## src/rtl/aes_ctr_stream.sv

```systemverilog
// aes_ctr_stream: CTR-mode sequencer around an external block cipher core.
// Prefetches keystream blocks into a FIFO and XORs them onto plaintext.
module aes_ctr_stream #(
    parameter int CTR_W    = 32,
    parameter int KS_DEPTH = 4
) (
    input  logic             clk_i,
    input  logic             rst_n,
    input  logic             en_i,
    input  logic             start_i,
    input  logic [127:0]     iv_i,
    output logic             core_req_o,
    output logic [127:0]     core_block_o,
    input  logic             core_ready_i,
    input  logic             core_valid_i,
    input  logic [127:0]     core_block_i,
    input  logic             pt_valid_i,
    input  logic [127:0]     pt_data_i,
    input  logic             pt_last_i,
    output logic             pt_ready_o,
    output logic             ct_valid_o,
    output logic [127:0]     ct_data_o,
    output logic             ct_last_o,
    input  logic             ct_ready_i,
    output logic             busy_o,
    output logic             done_o,
    output logic             wrap_o,
    output logic [CTR_W-1:0] blk_cnt_o
);
    localparam int AW = $clog2(KS_DEPTH);
    localparam logic [AW:0] DEPTH = (AW+1)'(KS_DEPTH);

    typedef enum logic [2:0] {
        IDLE,
        ISSUE,
        WAIT,
        FULL,
        HALT
    } state_t;

    state_t state;
    state_t state_nxt;

    logic [127:0]     ctr;
    logic [CTR_W-1:0] blk_cnt;
    logic             wrap;
    logic             done;
    logic             drop;
    logic             drop_nxt;

    logic [127:0]     mem [KS_DEPTH];
    logic [AW:0]      wr_ptr;
    logic [AW:0]      rd_ptr;
    logic [AW:0]      count;
    logic [AW:0]      count_push;
    logic [127:0]     head;
    logic             empty;

    logic             xfer;
    logic             last_xfer;
    logic             issue_ok;
    logic             push;
    logic             flush;
    logic             load;

    assign count      = wr_ptr - rd_ptr;
    assign empty      = (count == '0);
    assign head       = mem[rd_ptr[AW-1:0]];
    assign count_push = count + (AW+1)'(1)
                        - (AW+1)'(xfer);

    assign busy_o       = (state != IDLE);
    assign core_req_o   = en_i & (state == ISSUE);
    assign core_block_o = (state == ISSUE) ? ctr : '0;
    assign ct_valid_o   = en_i & pt_valid_i & ~empty & busy_o;
    assign pt_ready_o   = en_i & ct_ready_i & ~empty & busy_o;

    // Data path is forced quiet while reset is held
    assign ct_data_o = rst_n ? (pt_data_i ^ head) : '0;
    assign ct_last_o = rst_n & pt_last_i;

    assign xfer      = ct_valid_o & ct_ready_i;
    assign last_xfer = xfer & pt_last_i;
    assign issue_ok  = core_req_o & core_ready_i;

    assign done_o    = done;
    assign wrap_o    = wrap;
    assign blk_cnt_o = blk_cnt;

    always_comb begin
        state_nxt = state;
        drop_nxt  = drop;
        load      = 1'b0;
        flush     = 1'b0;
        push      = 1'b0;
        unique case (state)
            IDLE: begin
                if (start_i) begin
                    state_nxt = ISSUE;
                    load      = 1'b1;
                    flush     = 1'b1;
                end
            end
            ISSUE: begin
                if (last_xfer) begin
                    state_nxt = issue_ok ? WAIT : IDLE;
                    drop_nxt  = issue_ok;
                end else if (issue_ok) begin
                    state_nxt = WAIT;
                end
            end
            WAIT: begin
                if (drop || last_xfer) begin
                    // session is over; swallow the in-flight response
                    drop_nxt = 1'b1;
                    if (core_valid_i) begin
                        state_nxt = IDLE;
                        drop_nxt  = 1'b0;
                    end
                end else if (core_valid_i) begin
                    push = 1'b1;
                    if (wrap)
                        state_nxt = HALT;
                    else if (count_push < DEPTH)
                        state_nxt = ISSUE;
                    else
                        state_nxt = FULL;
                end
            end
            FULL: begin
                if (last_xfer)
                    state_nxt = IDLE;
                else if (count < DEPTH)
                    state_nxt = ISSUE;
            end
            HALT: begin
                if (last_xfer)
                    state_nxt = IDLE;
            end
            default: begin
                state_nxt = IDLE;
                drop_nxt  = 1'b0;
            end
        endcase
        if (state != IDLE && state_nxt == IDLE)
            flush = 1'b1;
        if (last_xfer)
            flush = 1'b1;
    end

    always_ff @(posedge clk_i or negedge rst_n) begin
        if (!rst_n) begin
            state   <= IDLE;
            drop    <= 1'b0;
            ctr     <= '0;
            wrap    <= 1'b0;
            blk_cnt <= '0;
            done    <= 1'b0;
        end else if (en_i) begin
            state <= state_nxt;
            drop  <= drop_nxt;
            done  <= last_xfer;
            if (load) begin
                ctr     <= iv_i;
                wrap    <= 1'b0;
                blk_cnt <= '0;
            end else begin
                if (issue_ok) begin
                    ctr[CTR_W-1:0] <= ctr[CTR_W-1:0]
                                      + CTR_W'(1);
                    if (&ctr[CTR_W-1:0])
                        wrap <= 1'b1;
                end
                if (xfer)
                    blk_cnt <= blk_cnt + CTR_W'(1);
            end
        end
    end

    always_ff @(posedge clk_i or negedge rst_n) begin
        if (!rst_n) begin
            wr_ptr <= '0;
            rd_ptr <= '0;
            for (int i = 0; i < KS_DEPTH; i++)
                mem[i] <= '0;
        end else if (en_i) begin
            if (flush) begin
                wr_ptr <= '0;
                rd_ptr <= '0;
            end else begin
                if (push) begin
                    mem[wr_ptr[AW-1:0]] <= core_block_i;
                    wr_ptr <= wr_ptr + (AW+1)'(1);
                end
                if (xfer)
                    rd_ptr <= rd_ptr + (AW+1)'(1);
            end
        end
    end

endmodule

```

## config.mk

```make
export PLATFORM = sky130hd
export DESIGN_NAME = aes_ctr_stream
export DESIGN_NICKNAME = d
export VERILOG_FILES = /design/src/rtl/aes_ctr_stream.sv
export SDC_FILE = /design/constraint.sdc
export NUM_CORES = 1
export LEC_CHECK = 0
export CAP_MARGIN = 15
export CORE_MARGIN = 2
export CORE_UTILIZATION = 35
export CTS_CLUSTER_SIZE = 10
export DETAILED_ROUTE_END_ITERATION = 12
export GPL_ROUTABILITY_DRIVEN = 0
export GPL_TIMING_DRIVEN = 0
export PLACE_DENSITY = 0.54
export SYNTH_ARGS = -nofsm -noshare
export SYNTH_HDL_FRONTEND = slang
export SYNTH_SLANG_ARGS = --single-unit
```

## constraint.sdc

```tcl
create_clock -name clk_i -period 3.2 [get_ports clk_i]
set_input_delay 0.64 -clock clk_i [delete_from_list [all_inputs] [get_ports clk_i]]
set_output_delay 0.64 -clock clk_i [all_outputs]
set_load 0.01 [all_outputs]
```

Yosys cells after proc, flatten, opt, wreduce, memory -nomap -nowiden

Index checks and enable logic that the tools add are counted.
W data, S select, Z words.

RAM bits: 0
Memories kept: 0
Bits in latches: 0
Memory bits (read-only): 0
Input bits: 393
Register bits: 684
Output and inout bits: 295

Divide/modulo/power cells: 0
Reductions and logical operators: 22
Magnitude comparators: 5
Add/sub/neg operators: 7
$mul: 0
Equal/unequal tests: 6
Shift operators: 0
Mux-type cells: 43
Bitwise logic cells: 17

Operator list:

| cell                    | number |
|---|---|
| $mux W128               | 5 |
| $bwmux W512             | 1 |
| $bmux W128 S2           | 1 |
| $demux W128 S2          | 1 |
| $mux W32                | 4 |
| $xor A128 B128 Y128     | 1 |
| $add A32 B1 Y32 const B | 2 |
| $mux W3                 | 14 |
| $reduce_and A32 Y1      | 1 |
| $pmux W3 S5             | 1 |
| $mux W1                 | 13 |
| $and A1 B1 Y1           | 11 |
| $reduce_and A2 Y1       | 5 |
| $reduce_bool A2 Y1      | 5 |
| $add A3 B1 Y3 const B   | 3 |
| $logic_not A3 Y1        | 3 |
| $eq A3 B2 Y1 const B    | 2 |
| $ge A3 B3 Y1 const B    | 2 |
| $lt A3 B3 Y1 const B    | 2 |
| $not A2 Y3              | 2 |
| $reduce_and A3 Y1       | 2 |
| $mux W2                 | 2 |
| $ne A2 B2 Y1 const B    | 2 |
| $reduce_and A4 Y1       | 1 |
| 11 further kinds        | 14 |

Longest topological paths before layout

Gate-level depths: netlist (run 1).

Word-level depth: 19
Depth in mapped cells: 11
Mapped depth without buffers: 9

Worst setup path before layout (run 1)

Ideal clock, no wire load.

Path type: register to register
From: register wr_ptr[0]
To: register mem[501] (netlist bit)
Path slack: 0.451 ns
Data arrival time: 2.624 ns
Cell stages (with the launch flop): 12
Required time: 3.075 ns
Library setup time: 0.125 ns
Path buffers: 2
Path through: dfrtp_1 -> inv_1 -> ha_1 -> fa_1 -> xnor3_2 -> a31oi_2 -> and2_4 -> nor3_4 -> nand2_1 -> buf_2 -> buf_4 -> mux2_2

Word-level cells in the longest chain between the ends: 19
Elaborated cells between the ends (all ways): 36
Classes of those cells: add/sub: 3; order compare: 4; mux: 16; bitwise: 7; reduce/logical: 6

RTL lines:

| element                            | line | RTL |
|---|---|---|
| start: declaration                 | 52   | `logic [AW:0] wr_ptr;` |
| start signal: assignment           | 193  | `wr_ptr <= wr_ptr + (AW+1)'(1);` |
| $sub A3 B3 Y3                      | 66   | `assign count = wr_ptr - rd_ptr;` |
| $logic_not A3 Y1                   | 67   | `assign empty = (count == '0);` |
| $not A1 Y1                         | 75   | `assign ct_valid_o = en_i & pt_valid_i & ~empty & busy_o;` |
| $and A1 B1 Y1 (2 in series)        | 75   |  |
| $and A1 B1 Y1                      | 82   | `assign xfer = ct_valid_o & ct_ready_i;` |
| $sub A3 B1 Y3                      | 70   | `- (AW+1)'(xfer);` |
| $lt A3 B3 Y1                       | 124  | `else if (count_push < DEPTH)` |
| $mux W2                            | 124  |  |
| [... 2 more ...]                   | n/a  |  |
| $mux W3                            | 113  | `if (drop \|\| last_xfer) begin` |
| $pmux W3 S5                        | 96   | `unique case (state)` |
| $logic_not A3 Y1                   | 145  | `if (state != IDLE && state_nxt == IDLE)` |
| $logic_and A1 B1 Y1                | 145  |  |
| $mux W1                            | 145  |  |
| $mux W1                            | 147  | `if (last_xfer)` |
| $not A1 Y1 (no source line)        | n/a  |  |
| $reduce_and A3 Y1 (no source line) | n/a  |  |
| end signal: indexed assignment     | 192  | `mem[wr_ptr[AW-1:0]] <= core_block_i;` |
| end: declaration                   | 51   | `logic [127:0] mem [KS_DEPTH];` |

Several ways; a longest one is shown, not always the timed one.
A chain may end at the register's enable or synchronous reset.

Worst setup path in the final report (run 1)

From: register rd_ptr[0]
To: output port ct_data_o[110]

Word-level cells in the longest chain between the ends: 6

RTL lines:

| element                                       | line | RTL |
|---|---|---|
| start: declaration                            | 53   | `logic [AW:0] rd_ptr;` |
| start signal: assignment                      | 196  | `rd_ptr <= rd_ptr + (AW+1)'(1);` |
| $not A2 Y3 (not written as such)              | 68   | `assign head = mem[rd_ptr[AW-1:0]];` |
| $bmux W128 S2                                 | 68   |  |
| $mux W128 (not written as such) (2 in series) | 68   |  |
| $xor A128 B128 Y128                           | 79   | `assign ct_data_o = rst_n ? (pt_data_i ^ head) : '0;` |
| $mux W128                                     | 79   |  |
| end: declaration                              | 22   | `output logic [127:0] ct_data_o,` |

Every way passes these cells. The select of a mux whose other input is x is not followed.

==> flow_summary.yaml, run 1 <==
outcome:
  status: "finished, violations left"
  violations: "negative setup slack"
final_layout:
  final-seq-area_mm2: 0.0171
  multi_input_area_mm2: 0.0151
  fillerInstances: 8221
  layout.nets: 3664
  drive_gt1_share_pct: 34.0
  syn2layout_area_growth_pct: 38.8
  fin_util_pct: 49.0
sta:
  finalSetupViolCount: 61
  relSlewSlack_pct: 44.2
  fin_crit_sh_pct: 104
  fmax_mhz: 301
  drv_slew: 0
  fin_skew_ns: 0.0214
  hold_viol: 0
  fin_ws_ns: -0.122
  rsz0062_at_grt: "yes"
  whs_ns: 0.0899
  worst_pin_slew_ns: 0.837
  period_minus_slack_ns: 3.32
run:
  cap_violations: 0
routing:
  drt.antenna.violating_nets: 0
  vias: 23000
  routedWlPerCell_um: 23.2
  drt-total-wl_um: 106000
  via_per_inst: 5.04
  first_pass_iters: 7
  drt-initial-drc-count: 1058
  drc: 0
cts:
  cts_num_sinks: 684
  cts_root_buf: "clkbuf_16"
  clk_latency_ns: 0.63
  cts_buffers: 84
  clkSlewWorstSetupHoldPaths_ns: 0.06
  clk_path_buf_depth: 3
  cts_tree: "built"
  htreeDepth: 3
global_route:
  grt_pass1_vias: 24800
  grtUsageTotal_pct: 21.4
  grt_pass1_wl_um: 155000
  grt_overflow: 0
  antenna_found_initial: 24
  grt_max_degree: 124
die:
  core_mm2: 0.0932
  die_h_um: 310
  start_util_pct: 35.3
  dieArea_mm2: 0.0964
  die_w_um: 310
  rows: 112
  pin_count: 688
worst_setup_path:
  cp_cell_sequence: "buf_8 > clkbuf_16 > buf_12 > buf_12 > buf_6 > mux4_2 > xor2_1 > and2_1 > buf_2"
  reg2regPathDepth: 10
  r2r_setup_slack_ns: 0.12
  cp_max_fo: 7
  start_kind: "flip-flop"
  cp-end-kind: "output port"
  crit_type: "reg -> out"
  critPathMaxStageDelay_ns: 0.54
  crit_path_end: "ct_data_o[110]"
  reg2reg_to: "blk_cnt_o[22]"
  worstSetupStartpoint: "rd_ptr[0]"
  cpMaxStageDelayCell: "mux4_2"
  worstReg2RegStart: "rd_ptr[0]"
  cp.arrival_ns: 2.68
  cpMostUsedCell: "buf_12"
  critical_path_required_ns: 2.56
synthesis:
  netlist.top_cell.by_area: "dfrtp_1"
  yosysMostFrequentCell: "dfrtp_1"
  syn_inst: 2380
  synth-seq-area-share_pct: 52.1
  syn_nets: 2782
  postSynthAreaPerCell_um2: 13.8
  synth-edff-count: 0
  synth_seq_cells: 684
  yosys_warnings: 0
  synth_cell_types: 64
  ys_async_sr_fraction_pct: 100
  netlist_area_mm2: 0.0329
  yosys_most_used_dff: "dfrtp_1"
  synth_top_area_share_pct: 52.1
  yosys-top-cells-area: "dfrtp_1 (52%), mux2_2 (15%), mux4_2 (8.8%)"
  synth_commonest_cells: "dfrtp_1 (684), mux2_2 (442), and2_1 (263), mux2_1 (167), xor2_1 (134)"
pwr:
  power_frac_seq_pct: 35.5
  leakage_nw: 20.7
  powerDensity_mw_per_mm2: 851
  power_frac_clock_pct: 22.6
  combPwrFrac_pct: 41.9
  internal_power_w: 0.0264
  swShare_pct: 32.0
  ir_drop_mv: 0.437
  power.switching_w: 0.0124
placement:
  hpwl_um: 74700
  io_buffers: 687
min_path:
  hp-class: "in -> async"
==> metrics by stage <==
stage	instance area (um2)	std cells	setup WS, ns	power, W	TNS (ns)
2_1_floorplan	32900	2380	0.451	0.0225	0
3_3_place_gp	41300	4321	-28.57	0.0287	-
3_5_place_dp	41500	4327	-1.30	0.0292	-348.27
4_1_cts	45300	4536	-0.316	0.0395	-22.28
5_1_grt	45600	4555	-0.216	0.0412	-14.55
6_report	45600	4562	-0.122	0.0388	-2.46
==> worst min path at each step <==
stage                         from            end  cells past startpoint
after floorplan              rst_n   blk_cnt_o[0]                      0
after global placement    mem[136]       mem[136]                      1
after detailed placement   mem[26]        mem[26]                      1
after CTS                    rst_n       mem[381]                      2
after global routing         rst_n       mem[244]                      2
final                        rst_n  blk_cnt_o[28]                      2
==> flip-flops by register name, summed over array words and instances (netlist names) <==
name       count
ctr          128
drop           1
state          3
done_o         1
wr_ptr         3
rd_ptr         3
wrap_o         1
blk_cnt_o     32
mem          512
==> worst max-delay path: cells and delay by family (launching register included) <==
kind	cells	cell delay, ns
buf+inv	6	0.80
mux	1	0.54
flops	1	0.40
xor+xnor	1	0.16
simple gates	1	0.16
==> cells by family after synthesis <==
family / after synthesis / share of synthesized area [%]
AO/OA/AOI/OAI: 154 / 2.93
XOR/XNOR: 149 / 4.02
adder cells (fa/ha/maj): 9 / 0.365
buffers and inverters: 171 / 2.60
flip-flops: 684 / 52.1
multiplexers: 737 / 29.6
AND/OR/NAND/NOR: 476 / 8.37
==> power groups by stage <==
stage	combinational (W)	clock, W	sequential [W]
global placement	0.0150	0	0.0137
finish	0.0163	0.00877	0.0138
floorplan	0.00932	0	0.0132
detailed placement	0.0153	0	0.0139
global route	0.0176	0.00943	0.0142
CTS	0.0167	0.00904	0.0138
==> cells in the final DEF (no fill, tap or decap), drive strengths merged, types with 3 or more instances in the layout <==
cell type      count
clkdlybuf4s15      9
clkdlybuf4s50    446
and4               5
nand2             54
dlygate4sd2       46
bufinv             3
o21ai             42
buf              302
a2bb2oi           11
a32o               3
dfrtp            684
a21oi             50
nor4               6
o22ai             14
diode             10
xnor2             14
ha                 8
nand4             11
or3               11
a22oi              4
and2             264
o211ai             3
a31oi              6
clkbuf           255
nor3              18
xor2             134
nor2              53
inv               22
nand3             31
mux2             609
and3               7
clkinv             3
mux4             128
==> final cells by class <==
| type | instances | share of cell area, % |
|---|---|---|
| Timing Repair Buffer | 804 | 16.9 |
| Buffer | 143 | 3.57 |
| Sequential cell | 684 | 37.5 |
| Multi-Input combinational cell | 1525 | 33.0 |
| Clock inverter | 8 | 0.269 |
| Antenna cell | 10 | 0.0548 |
| Tap cell | 1254 | 3.44 |
| Clock buffer | 114 | 5.07 |
| Inverter | 20 | 0.165 |
==> routing by layer <==
metal	up-vias	track usage (%)	share of wire (%)
met5	-	0	0.19
met4	32	4.58	1.7
met3	154	6.46	7.2
met2	689	37.7	51
met1	11800	25.9	40
li1	10300	-	-
==> repair_timing <==
action,in CTS,in global routing
gates resized for setup,917,276
pin swaps,15,34
hold endpoints to repair,24,0
hold buffers,1,0
buffers inserted,71,29
gates cloned,16,11
endpoints found under the setup margin,761,703
Note: power is estimated with default switching activity, not from simulation.
==> run 2, diff against run 1 <==
==> constraint.sdc (replaced) <==
create_clock -name clk_i -period 3.8 [get_ports clk_i]
set_input_delay 0.76 -clock clk_i [delete_from_list [all_inputs] [get_ports clk_i]]
set_output_delay 0.76 -clock clk_i [all_outputs]
set_load 0.01 [all_outputs]
==> run 2 against run 1 <==
Net effect:
- clock skew up 0.00057 ns
- largest power group unchanged
- non-clock buffer count fell by 76
- final cell count is 1.6% lower
- largest cell class unchanged
- design area fell by 1.5%
- the flow now finishes without violations
==> flow_summary.yaml, run 2 (synthesis results as in run 1) <==
outcome:
  status: "finished, final reports clean"
final_layout:
  final_common_cell: "dfrtp_1"
  final_cell_area_mm2: 0.0450
  drive_gt1_share_pct: 25.9
  layout.nets: 3588
  largest_reg_flops: 512
  syn2layout_area_growth_pct: 36.8
  final_cell_mix: "dfrtp_1 (682), clkdlybuf4s50_1 (600), mux2_2 (442)"
  regMostFlops: "mem"
  fin_util_pct: 48.2
worst_setup_path:
  critical_path_required_ns: 3.04
  cp-end-kind: "output port"
  reg2regPathDepth: 13
  cp.arrival_ns: 2.97
  worstReg2RegStart: "rd_ptr[0]"
  start_kind: "flip-flop"
  r2r_setup_slack_ns: 0.21
  crit_path_end: "ct_data_o[123]"
  crit_type: "reg -> out"
  reg2reg_to: "mem[180]"
  cp_max_fo: 10
  worstSetupStartpoint: "rd_ptr[0]"
global_route:
  antenna_found_initial: 24
  grt_overflow: 0
  use_met2_pct: 37.1
  grt_pass1_wl_um: 153000
  grtUsageTotal_pct: 21.2
  met3_usage_pct: 6.52
  top_usage_layer: "met2"
  met1_usage_pct: 25.6
  grt_pass1_vias: 24500
  grt_max_degree: 124
routing:
  first_pass_iters: 5
  vias: 22600
  via_per_inst: 5.03
  drc: 0
  drt-initial-drc-count: 1070
  drt.antenna.violating_nets: 0
  routedWlPerCell_um: 23.0
  drt-total-wl_um: 103000
die:
  core_mm2: 0.0932
  rows: 112
  pin_count: 688
  dieArea_mm2: 0.0964
  die_h_um: 310
  die_w_um: 310
  start_util_pct: 35.3
sta:
  period_minus_slack_ns: 3.73
  fin_crit_sh_pct: 98.2
  fin_ws_ns: 0.0693
  drv_slew: 0
  hold_viol: 0
  worst_pin_slew_ns: 0.815
  fmax_mhz: 268
  finalSetupViolCount: 0
  relSlewSlack_pct: 45.7
  fin_skew_ns: 0.0220
  tns_ns: 0
pwr:
  powerDensity_mw_per_mm2: 724
  leakage_nw: 20.3
  ir_drop_mv: 0.382
cts:
  clk_latency_ns: 0.63
  cts_root_buf: "clkbuf_16"
  cts_buffers: 84
  clkSlewWorstSetupHoldPaths_ns: 0.05
  cts_tree: "built"
  htreeDepth: 3
  cts_num_sinks: 684
  clk_path_buf_depth: 3
min_path:
  hp-class: "in -> async"
placement:
  placed_area_mm2: 0.0415
  dpl_worst_slack_ns: -0.818
  hpwl_um: 74700
  io_buffers: 687
run:
  cap_violations: 0
## run 2: changes by cell type in the layout (fill, tap and decap cells not counted), sizes merged
cell           change
buf              -200
clkdlybuf4s50    +154
clkbuf            -69
dlymetal6s2s      +44
clkdlybuf4s15      -9
bufbuf             +8
dlygate4sd2        -4
diode              +1
## run 2: what timing repair did
item | 4_1_cts | 5_1_grt
setup buffers | 9 | 5
hold endpoints to repair | 24 | 0
cloned | 13 | 0
hold buffers | 1 | 0
gates resized for setup | 148 | 66
pin swaps | 1 | 4
setup endpoints to repair | 259 | 134
## run 2: per-layer routing
layer  wire, um  part of all wire (%)  up-vias
met4       1700                   1.6       32
met2      52200                    51      667
met5        205                  0.20        -
met3       8040                   7.8      149
li1           -                     -    10100
met1      41200                    40    11600
## run 2: where the power goes
part	switching [W]	internal (W)	leakage, nW
Clock	0.00297	0.00439	1.19
Combinational	0.00568	0.00783	10.3
Sequential	0.00154	0.0101	8.80
Total	0.0102	0.0223	20.3
## run 2: critical path: stages (launching register included)
cell	delay, ns
dfrtp_1	0.39
clkbuf_16	0.19
clkbuf_16	0.19
buf_12	0.16
mux4_2	0.55
xor2_1	0.16
and2_1	0.16
clkdlybuf4s50_1	0.54
## run 2: metrics by stage
step                      std cells  total power, W  hold slack (ns)
after detailed placement       4327          0.0246            0.476
after floorplan                2380          0.0190            0.459
final                          4487          0.0325            0.209
after global placement         4321          0.0242            0.468
after global routing           4480          0.0346            0.208
after CTS                      4471          0.0330            0.174
## run 2: layout make-up
cell class                 count  area, um2
clock buffer                 114       2320
buffer                       149       1100
clock inverter                 8        123
sequential                   684      17100
antenna                       11       27.5
multi-input combinational   1525      14900
tap                         1254       1570
inverter                      20       75.1
timing repair buffer         722       7680
fill                        8208      48200
## run 2: worst min-delay path by stage
stage                         from            end  depth (start not counted)
after floorplan              rst_n   blk_cnt_o[0]                          0
after global placement    mem[136]       mem[136]                          1
after detailed placement   mem[26]        mem[26]                          1
after CTS                    rst_n       mem[381]                          2
after global routing         rst_n       mem[244]                          2
final                        rst_n  blk_cnt_o[30]                          2
